File: config.mk
export PLATFORM = sky130hd
export DESIGN_NAME = aoi_eval_seq
export DESIGN_NICKNAME = d
export VERILOG_FILES = /design/src/rtl/aoi_eval_seq.sv
export SDC_FILE = /design/constraint.sdc
export NUM_CORES = 1
export LEC_CHECK = 0
export BUFFER_PORTS_ARGS = -buffer_cell sky130_fd_sc_hd__buf_2
export CORE_MARGIN = 2
export CORE_UTILIZATION = 30
export CTS_CLUSTER_SIZE = 10
export DETAILED_ROUTE_END_ITERATION = 10
export MAX_ROUTING_LAYER = met4
export PLACE_DENSITY = 0.58
export SLEW_MARGIN = 20
export SYNTH_ARGS = -nofsm -noshare
export SYNTH_HDL_FRONTEND = slang
export SYNTH_SLANG_ARGS = --single-unit
File: constraint.sdc
create_clock -name clk -period 1.6 [get_ports clk]
set_input_delay 0 -clock clk [delete_from_list [all_inputs] [get_ports clk]]
set_output_delay 0 -clock clk [all_outputs]
set_load 0.02 [all_outputs]
File: src/rtl/aoi_eval_seq.sv
// Sequential AND-OR-INVERT: y = ~|(a[i] & b[i]) over N_PAIRS W-bit pairs, one pair per clock.
// start accepted only in IDLE; busy covers EVAL and DONE; done is a one-cycle result strobe.
module aoi_eval_seq #(
  parameter int N_PAIRS    = 3,
  parameter int W          = 1,
  parameter int EARLY_EXIT = 0,
  parameter int CW         = $clog2(N_PAIRS + 1)
) (
  input  logic                 clk,
  input  logic                 rst,
  input  logic                 start,
  input  logic [N_PAIRS*W-1:0] a_in,
  input  logic [N_PAIRS*W-1:0] b_in,
  output logic                 busy,
  output logic                 done,
  output logic [W-1:0]         y,
  output logic [CW-1:0]        cycles
);

  localparam int IW = (N_PAIRS > 1) ? $clog2(N_PAIRS) : 1;

  localparam logic [1:0] S_IDLE = 2'd0;
  localparam logic [1:0] S_EVAL = 2'd1;
  localparam logic [1:0] S_DONE = 2'd2;

  logic [1:0]           state;
  logic [N_PAIRS*W-1:0] a_q;
  logic [N_PAIRS*W-1:0] b_q;
  logic [W-1:0]         acc;
  logic [IW-1:0]        idx;

  logic [W-1:0] a_arr [N_PAIRS];
  logic [W-1:0] b_arr [N_PAIRS];

  for (genvar i = 0; i < N_PAIRS; i++) begin : g_split
    assign a_arr[i] = a_q[i*W +: W];
    assign b_arr[i] = b_q[i*W +: W];
  end

  logic [W-1:0] acc_next;
  logic         last_pair;
  logic         finish;

  always_comb begin
    acc_next  = acc | (a_arr[idx] & b_arr[idx]);
    last_pair = (idx == IW'(N_PAIRS - 1));
    // Once every bit is set the inverted result can only be zero, so stop early if allowed.
    finish    = last_pair || ((EARLY_EXIT != 0) && (&acc_next));
  end

  always_ff @(posedge clk) begin
    if (rst) begin
      state  <= S_IDLE;
      a_q    <= '0;
      b_q    <= '0;
      acc    <= '0;
      idx    <= '0;
      y      <= {W{1'b1}};
      cycles <= '0;
    end else begin
      case (state)
        S_IDLE: begin
          if (start) begin
            a_q   <= a_in;
            b_q   <= b_in;
            acc   <= '0;
            idx   <= '0;
            state <= S_EVAL;
          end
        end
        S_EVAL: begin
          acc <= acc_next;
          if (finish) begin
            y      <= ~acc_next;
            cycles <= CW'(idx) + CW'(1);
            state  <= S_DONE;
          end else begin
            idx <= idx + IW'(1);
          end
        end
        S_DONE:  state <= S_IDLE;
        default: state <= S_IDLE;
      endcase
    end
  end

  assign busy = (state == S_EVAL) || (state == S_DONE);
  assign done = (state == S_DONE);

endmodule

; ---- After elaboration in Yosys (flattened, before gate mapping)
; Cells that the tools add are included.
[totals]
ff_bits = 14
inputBits = 9
out_inout_bits = 5
word_cells = 41
[op_classes]
n_addsub = 1
order_cmp = 1
eq_ne = 6
n_mux = 14
bitwise_logic = 4
n_reduce_logical = 8
[op_table]
columns = operator, n
row1 = 2-to-1 mux 2 bit, 4
row2 = case mux 2 bit (2 select lines), 2
row3 = AND reduction 2 bit, 4
row4 = inequality test 2 bit (second input constant), 3
row5 = 2-to-1 mux 1 bit, 5
row6 = binary-select mux 1 bit (select 2 bit), 2
row7 = == test 2 bit (second input constant), 2
row8 = greater-or-equal comparator 3 bit (second input constant), 1
row9 = NOT 2 -> 3 bit, 1
row10 = AND reduction 3 bit, 1
row11 = adder 2 x 1 -> 2 bit (second input constant), 1
row12 = == test 2 x 1 -> 1 bit (second input constant), 1
row13 = zero test 2 bit, 1
row14 = case mux 1 bit (2 select lines), 1
row15 = nonzero test 2 bit, 1
row16 = bitwise AND 1 bit, 1
row17 = logical OR 1 bit, 1
row18 = NOT 1 bit, 1
row19 = OR 1 bit, 1

; ---- Longest topological paths before layout
; Gate-level depths: netlist (run 1).
[logic_depth]
depth_word = 7
mapped_depth = 6
mapped_depth_nobuf = 5

; ---- Worst setup path after synthesis (run 1)
; No wires, ideal clock.
[synth_timing]
path_type = reg-to-reg
start = reg state[0]
end = reg acc
setup_time_ns = 0.117
arrival_ns = 1.285
required_time_ns = 1.483
path_slack_ns = 0.198
stages_incl_launch_ff = 7
path_buffers = 1
period_less_slack_ns = 1.402
path_cell_list = dfxtp_1 inv_1 ha_1 clkbuf_1 nor2b_1 nor2_1 a22o_1
[synth_via]
elab_chain_len = 3
elab_cells_between_ends = 6
classes_between = eq/ne: 2 / mux: 1 / reduce/logical: 3
[synth_rtl]
columns = item, line_no
row1 = start: declaration, 26  ; logic [1:0] state;
row2 = start signal: assignment, 53  ; state <= S_IDLE;
row3 = start signal: assignment, 68  ; state <= S_EVAL;
row4 = start signal: assignment, 76  ; state <= S_DONE;
row5 = == test 2 x 1 -> 1 bit / zero test 2 bit (equally long branches), 61  ; case (state)
row6 = nonzero test 2 bit (no source line) / inequality test 2 bit (equally long branches), n/a
row7 = AND reduction 2 bit (no source line), n/a
row8 = end signal: assignment, 72  ; acc <= acc_next;
row9 = end: declaration, 29  ; logic [W-1:0] acc;
; Several ways; a longest one is shown, not always the timed one.
; A chain may end at the register's enable or synchronous reset.

; ---- Worst setup path in the final report (run 1)
[layout_timing]
start = reg idx[0]
end = reg acc
[layout_via]
elab_chain_len = 7
elab_cells_between_ends = 10
classes_between = mux: 7 / bitwise: 3
[layout_rtl]
columns = item, line_no
row1 = start: declaration, 30  ; logic [IW-1:0] idx;
row2 = start signal: assignment, 78  ; idx <= idx + IW'(1);
row3 = NOT 2 -> 3 bit (not written as such) *, 45  ; acc_next = acc | (a_arr[idx] & b_arr[idx]);
row4 = binary-select mux 1 bit (select 2 bit), 45
row5 = 2-to-1 mux 1 bit (not written as such) (2 in series), 45
row6 = bitwise AND 1 bit *, 45
row7 = OR 1 bit *, 45
row8 = case mux 1 bit (2 select lines) *, 61
; Mark *: on every way between the ends. The rest lies on a longest branch, timed or not. The select of a mux whose other input is x is not followed.

==> impl_metrics.yaml, run 1 <==
placed_design:
  place_worst_setup_slack_ns: 0.133
  gp_congestion: 0.735
  port-buffer-count: 13
  dp_hpwl_microns: 1050
  placed_area_sq_um: 793
status:
  status: "complete, no violations"
sta:
  rsz0062_at_grt: "no"
  setup_slack_ns: 0.123
  tns_ns: 0
  tightest_slew_ns: 0.333
  hold_violations: 0
  slew_violations: 0
  fin_crit_sh_pct: 92.3
  max_slew_margin_pct: 77.8
  whs_ns: 0.0690
  finClkSkew_ns: 0.00338
  min_period_ns: 1.48
  setup_viol: 0
  fmax_mhz: 677
setup_path:
  critPathMaxFanout: 8
  start_kind: "register"
  slowest_delay_ns: 0.47
  critPathKind: "register to register"
  worstPathCellList: "and4bb_2 -> or4_4 -> a22o_1"
  worst_setup_path_end_kind: "register"
  worst_path_max_delay_cell: "or4_4"
  path_delay_family: "simple AND/OR/NAND/NOR gates"
  required_ns: 1.78
  timing.critical_path.buf_inv: 0
  arrival_ns: 1.66
floorplanning:
  start_util_pct: 31.5
  rows: 17
  core-area_sq_um: 2190
  dieArea_sq_um: 2700
  dieWidth_microns: 51.9
  ios: 14
  die_h_microns: 51.9
logic_synthesis:
  synth_nets: 95
  synth-edff-count: 0
  async_reset_ff_share_pct: 0
  yosys_warnings: 0
  syn_area_per_cell_sq_um: 8.51
  yosysUniqueCellTypes: 23
  ys_seq_area_share_pct: 40.7
  synth_seq_cells: 14
  synthFlopType: "dfxtp_1"
  syn_area_sq_um: 689
  synthCells: 81
cells_and_area:
  drive_gt1_share_pct: 21.6
  num_antenna_cells: 0
  stdcell_area_sq_um: 890
  layout_common_cells: "dfxtp_1 (14), buf_2 (13), a21oi_1 (12)"
  synthToLayoutAreaGrowth_pct: 29.0
  final_common_cell: "dfxtp_1"
  nets: 117
power:
  switching_power_uw: 239
  intPower_uw: 588
  power_frac_comb_pct: 21.7
  clockPowerShare_pct: 31.8
  leakagePower_nw: 0.371
  power_frac_seq_pct: 46.4
  total_power_uw: 827
  peakVddDrop_uv: 380
  sw_frac_of_total_pct: 28.9
  p_per_area_nw_per_um2: 930
hold_path:
  hold_class: "primary input to register"
routing:
  wl_per_cell_microns: 11.5
  num_vias: 627
  drt-pass1-iter-count: 4
  viasPerCell: 4.82
  post-route-drc-count: 0
  ant_nets: 0
  drt-total-wl_microns: 1500
  dr.first_iter.drc_count: 6
global_route:
  grt_max_degree: 16
  first_global_vias: 602
  grt_usage_pct: 13.1
  grt_pass1_wl_microns: 2570
  gr-total-overflow: 0
  antenna_found_initial: 0
cts:
  cts_root_buf: "clkbuf_4"
  cts.sinks: 14
  numCtsBuffers: 3
  clockBufferDepth: 2
  clk_pin_slew_ns: 0.09
  htreeDepth: 1
  cts_setup_buffers: 0
  cts_tree: "built"
  clkLatencyLatePin_ns: 0.29
run:
  cap_violations: 0
tightest hold or removal path: stages:
cell and delay [ns]:
buf_2 0.16, nand3_1 0.10, a21oi_1 0.05
flip-flops by register name, indices dropped and copies added, names as in the netlist:
name / cells
a_q: 3
acc: 1
b_q: 3
cycles: 2
idx: 2
state: 2
y: 1
cells in the mapped netlist (3+ instances only):
cell type / number / area, sq um
dfxtp_1: 14 / 280
a21oi_1: 12 / 60.1
nand2_1: 9 / 33.8
nand3_1: 7 / 35.0
clkbuf_1: 5 / 18.8
ha_1: 5 / 62.6
inv_1: 3 / 11.3
nand2b_1: 3 / 18.8
nor2_1: 3 / 11.3
o21ai_0: 3 / 15.0
final timing paths:
kind / end / cells past startpoint / start / slack, ns
worst max-delay path: acc$_SDFFE_PP0P_ / 3 / idx[0]$_SDFFE_PP0P_ / 0.12
worst min-delay path: a_q[1]$_SDFFE_PP0P_ / 3 / start / 0.07
worst max register to register: acc$_SDFFE_PP0P_ / 3 / idx[0]$_SDFFE_PP0P_ / 0.12
worst min register to register: a_q[1]$_SDFFE_PP0P_ / 2 / a_q[1]$_SDFFE_PP0P_ / 0.46
timing repair:
action | 4_1_cts | 5_1_grt
resized for setup | 0 | 0
endpoints found under the hold margin | 6 | 0
hold buffers | 6 | 0
logic make-up after synthesis:
| kind of cell | Yosys count | share of synthesized area [%] |
|---|---|---|
| adder cells (fa/ha/maj) | 5 | 9.07 |
| flip-flops | 14 | 40.7 |
| AO/OA/AOI/OAI | 20 | 17.1 |
| AND/OR/NAND/NOR | 33 | 27.4 |
| multiplexers | 1 | 1.45 |
| buffers and inverters | 8 | 4.36 |
per-layer routing:
metal / GRT usage, % / part of all wire [%] / wire length (microns)
met5: - / 0 / 0
met4: 10.5 / 3.1 / 46
met3: 1.72 / 3.3 / 50
met2: 20.7 / 42 / 622
met1: 14.9 / 52 / 777
area by class of cell:
type                            instances  area [sq um]
Clock buffer                            4          36.3
Fill cell                             235          1300
Inverter                                3          11.3
Multi-Input combinational cell         59           379
Sequential cell                        14           280
Tap cell                               28          35.0
Timing Repair Buffer                   22           148
stage by stage:
| stage | utilization, % | std cells |
|---|---|---|
| finish | 40.6 | 130 |
| floorplan | - | 81 |
| detailed placement | 36.2 | 120 |
| global route | 40.6 | 130 |
| CTS | 40.6 | 130 |
| global placement | 36.2 | 120 |
power groups by stage:
stage | Sequential, mW | Clock [mW] | Combinational (mW)
after floorplan | 0.388 | 0 | 0.117
after global placement | 0.391 | 0 | 0.165
after detailed placement | 0.392 | 0 | 0.168
after CTS | 0.384 | 0.266 | 0.180
after global routing | 0.387 | 0.287 | 0.202
final | 0.384 | 0.264 | 0.180
Power figures use the tool's default switching activity.
==> run 2, diff against run 1 <==
--- a/config.mk
+++ b/config.mk
@@ -11,7 +11,9 @@
 export CTS_CLUSTER_SIZE = 10
 export DETAILED_ROUTE_END_ITERATION = 10
 export MAX_ROUTING_LAYER = met4
-export PLACE_DENSITY = 0.58
+export PLACE_DENSITY_LB_ADDON = 0.3
+export RECOVER_POWER = 100
+export SETUP_SLACK_MARGIN = 0.15
 export SLEW_MARGIN = 20
 export SYNTH_ARGS = -nofsm -noshare
 export SYNTH_HDL_FRONTEND = slang
==> impl_metrics.yaml, run 2 (synthesis results as in run 1) <==
sta:
  setup_viol: 0
  fmax_mhz: 707
  rsz0062_at_grt: "yes"
  min_period_ns: 1.41
  fin_crit_sh_pct: 88.4
  tightest_slew_ns: 0.339
  slew_violations: 0
  hold_violations: 0
  setup_slack_ns: 0.185
  tns_ns: 0
  max_slew_margin_pct: 77.4
  finClkSkew_ns: 0.00123
floorplanning:
  core-area_sq_um: 2190
  dieArea_sq_um: 2700
  dieWidth_microns: 51.9
  ios: 14
  start_util_pct: 31.5
  rows: 17
  die_h_microns: 51.9
cts:
  cts_setup_buffers: 0
  cts_root_buf: "clkbuf_4"
  cts_tree: "built"
  numCtsBuffers: 3
  htreeDepth: 1
  clockBufferDepth: 2
  clk_pin_slew_ns: 0.09
  clkLatencyLatePin_ns: 0.29
  cts.sinks: 14
routing:
  num_vias: 651
  dr.first_iter.drc_count: 10
  drt-pass1-iter-count: 4
  post-route-drc-count: 0
  ant_nets: 0
  drt-total-wl_microns: 1640
  wl_per_cell_microns: 12.8
  viasPerCell: 5.09
setup_path:
  arrival_ns: 1.61
  start_kind: "register"
  r2r_start: "idx[0]$_SDFFE_PP0P_"
  crit_end: "acc$_SDFFE_PP0P_"
  setup.worst_path.start: "idx[0]$_SDFFE_PP0P_"
  timing.critical_path.buf_inv: 0
  r2r_end: "acc$_SDFFE_PP0P_"
  reg2regPathDepth: 3
  worst_setup_path_end_kind: "register"
  required_ns: 1.79
  critPathKind: "register to register"
  slowest_delay_ns: 0.51
  path_delay_family: "simple AND/OR/NAND/NOR gates"
  worst_path_max_delay_cell: "or4_4"
  r2r_slack_ns: 0.19
  crit_cells: 3
  critPathMaxFanout: 8
  worstPathCellList: "and4b_1 -> or4_4 -> a22o_1"
placed_design:
  port-buffer-count: 13
  place_worst_setup_slack_ns: 0.132
  gp_congestion: 0.688
  dp_hpwl_microns: 1050
power:
  peakVddDrop_uv: 312
  p_per_area_nw_per_um2: 949
  leakagePower_nw: 0.343
cells_and_area:
  fillers: 238
  top_regs: "a_q: 3 flops, b_q: 3 flops"
  nets: 115
  num_antenna_cells: 0
  drive_gt1_share_pct: 18.0
  synthToLayoutAreaGrowth_pct: 26.7
  layout_common_cells: "a21oi_1 (12), dfxtp_1 (12), nand2_1 (9)"
global_route:
  gr-total-overflow: 0
  grt_pass1_wl_microns: 2760
  grt_usage_pct: 14.6
  grt_max_degree: 16
  antenna_found_initial: 0
  first_global_vias: 609
hold_path:
  hold_class: "primary input to register"
run:
  cap_violations: 0
status:
  status: "complete, no violations"
## run 2: layer usage
layer / up-vias / GRT usage, % / routed length (microns)
li1: 324 / - / -
met1: 294 / 19.0 / 796
met2: 25 / 20.5 / 699
met3: 8 / 1.15 / 77
met4: 0 / 11.8 / 62
met5: - / - / 0
## run 2: repair_timing
item | in CTS | in global routing
resized for setup | 1 | 4
endpoints found under the hold margin | 6 | 0
gates cloned | 0 | 0
endpoints found under the setup margin | 1 | 3
hold buffers | 6 | 0
pin swaps | 0 | 0
## run 2: worst register-to-register path, cell delays in order, from the launching register on
cell and delay [ns]:
dfxtp_2 0.39, and4b_1 0.21, or4_4 0.51, a22o_1 0.20
## run 2: worst min-delay path by stage
stage,from,end,slack (ns),cells after the start
2_1_floorplan,rst,cycles[0]$_SDFFE_PP0P_,0.08,1
3_3_place_gp,a_in[2],a_q[2]$_SDFFE_PP0P_,0.25,3
3_5_place_dp,a_in[1],a_q[1]$_SDFFE_PP0P_,0.26,3
4_1_cts,start,a_q[1]$_SDFFE_PP0P_,0.05,3
5_1_grt,start,b_q[1]$_SDFFE_PP0P_,0.06,3
6_report,start,a_q[1]$_SDFFE_PP0P_,0.06,3
## run 2: cell type report
| cell class | count | area (sq um) | area share [%] |
|---|---|---|---|
| Clock buffer | 4 | 36.3 | 4.15 |
| Inverter | 3 | 11.3 | 1.29 |
| Multi-Input combinational cell | 59 | 382 | 43.7 |
| Sequential cell | 14 | 283 | 32.4 |
| Tap cell | 28 | 35.0 | 4.01 |
| Timing Repair Buffer | 20 | 126 | 14.5 |
## run 2: through the flow
stage	std cells	power [mW]	util (%)	hold slack [ns]	instance area, sq um
after floorplan	81	0.505	-	0.0780	689
after global placement	118	0.549	35.5	0.254	778
after detailed placement	118	0.555	35.5	0.259	778
after CTS	128	0.833	40.0	0.0543	876
after global routing	128	0.870	39.9	0.0623	873
final	128	0.828	39.9	0.0559	873
## run 2: power by group
group          switching [mW]  total [mW]  internal, mW
Sequential             0.0146       0.385         0.370
Combinational           0.103       0.177        0.0741
Clock                   0.128       0.267         0.139
Total                   0.245       0.828         0.583
==> run 3, diff against run 2 <==
==> constraint.sdc (replaced) <==
create_clock -name clk -period 1.1 [get_ports clk]
set_input_delay 0 -clock clk [delete_from_list [all_inputs] [get_ports clk]]
set_output_delay 0 -clock clk [all_outputs]
set_load 0.02 [all_outputs]
==> impl_metrics.yaml, run 3 (synthesis results as in run 1) <==
global_route:
  grt_pass1_wl_microns: 3090
  grt_usage_pct: 15.8
  grt_max_degree: 16
  first_global_vias: 652
  gr-total-overflow: 0
  antenna_found_initial: 0
routing:
  drt-total-wl_microns: 1740
  ant_nets: 0
  dr.first_iter.drc_count: 10
  post-route-drc-count: 0
  num_vias: 684
  wl_per_cell_microns: 12.1
  drt-pass1-iter-count: 4
  viasPerCell: 4.75
setup_path:
  start_kind: "register"
  setup.worst_path.start: "idx[0]$_SDFFE_PP0P_"
  reg2regPathDepth: 3
  r2r_end: "acc$_SDFFE_PP0P_"
  r2r_start: "idx[0]$_SDFFE_PP0P_"
  arrival_ns: 1.52
  r2r_slack_ns: -0.24
  critPathKind: "register to register"
  critPathMaxFanout: 4
  required_ns: 1.28
  worst_setup_path_end_kind: "register"
  crit_end: "acc$_SDFFE_PP0P_"
hold_path:
  hold_class: "primary input to register"
  holdPathStages: 2
cells_and_area:
  fillers: 200
  multi_input_area_sq_um: 499
  layout_common_cells: "buf_4 (12), dfxtp_1 (10), a21oi_1 (9)"
  num_antenna_cells: 0
  seqCellArea_sq_um: 285
  top_regs: "a_q: 3 flops, b_q: 3 flops"
  final_common_cell: "buf_4"
  synthToLayoutAreaGrowth_pct: 66.8
  fin_cells: 144
  drive_gt1_share_pct: 49.1
  nets: 131
sta:
  hold_violations: 0
  fin_crit_sh_pct: 122
  setup_viol: 8
  slew_violations: 0
  max_slew_margin_pct: 79.9
  fmax_mhz: 748
  rsz0062_at_grt: "yes"
  tightest_slew_ns: 0.301
  setup_slack_ns: -0.237
  min_period_ns: 1.34
  finClkSkew_ns: 0.00541
power:
  p_per_area_nw_per_um2: 1230
  peakVddDrop_uv: 840
  total_power_mw: 1.41
  leakagePower_nw: 0.456
placed_design:
  gp_congestion: 0.729
  dp_hpwl_microns: 1090
  place_worst_setup_slack_ns: -0.228
  placed_cells: 129
  port-buffer-count: 13
floorplanning:
  core-area_sq_um: 2190
  rows: 17
  start_util_pct: 31.5
  ios: 14
  dieWidth_microns: 51.9
  dieArea_sq_um: 2700
  die_h_microns: 51.9
cts:
  clkLatencyLatePin_ns: 0.28
  cts_tree: "built"
  numCtsBuffers: 3
  htreeDepth: 1
  clk_pin_slew_ns: 0.09
  cts_root_buf: "clkbuf_4"
  cts.sinks: 14
  clockBufferDepth: 2
run:
  cap_violations: 0
status:
  status: "complete, but fails checks"
  failed_checks: "setup timing"
[run 3: how the worst min path moves through the flow]
stage	startpoint	endpoint	slack (ns)
CTS	rst	b_q[0]$_SDFFE_PP0P_	0.07
floorplan	rst	cycles[0]$_SDFFE_PP0P_	0.08
global placement	b_in[2]	b_q[2]$_SDFFE_PP0P_	0.26
finish	rst	state[0]$_SDFFE_PP0P_	0.08
global route	rst	b_q[2]$_SDFFE_PP0P_	0.07
detailed placement	a_in[2]	a_q[2]$_SDFFE_PP0P_	0.27
[run 3: metal layers]
layer / GRT usage (%) / share of wire (%) / vias to the layer above
li1: - / - / 357
met1: 21.5 / 49 / 315
met2: 23.6 / 48 / 12
met3: 3.45 / 3.2 / 0
met4: 3.95 / 0 / 0
met5: - / 0 / -
[run 3: area by class of cell]
| class | count | share of cell area (%) |
|---|---|---|
| well taps | 28 | 3.05 |
| inverters | 3 | 1.20 |
| repair buffers | 36 | 24.4 |
| clock buffers | 4 | 3.16 |
| flip-flops and latches | 14 | 24.8 |
| multi-input cells | 59 | 43.4 |
[run 3: worst max-delay path, stage by stage (launching register included)]
cell     delay, ns
dfxtp_2       0.36
and4b_1       0.20
or4_4         0.50
a22o_1        0.18
[run 3: stage by stage]
step / area (sq um) / util (%) / setup TNS, ns / hold WS (ns)
after floorplan: 773 / - / -0.614 / 0.0780
after global placement: 915 / 41.7 / -0.881 / 0.259
after detailed placement: 915 / 41.7 / -1.07 / 0.266
after CTS: 1130 / 51.5 / -0.850 / 0.0715
after global routing: 1150 / 52.5 / -1.46 / 0.0726
final: 1150 / 52.5 / -0.885 / 0.0835
[run 3: what timing repair did]
action | CTS | global route
cloned | 0 | 0
resized for setup | 23 | 6
setup endpoints to repair | 16 | 16
pin swaps | 5 | 1
hold endpoints to repair | 6 | 0
hold buffers | 6 | 0
buffers inserted | 4 | 1
[run 3: power breakdown]
group	leakage [nW]	internal (mW)	switching, mW
clock	0.0210	0.201	0.174
combinational	0.319	0.253	0.221
sequential	0.116	0.540	0.0215
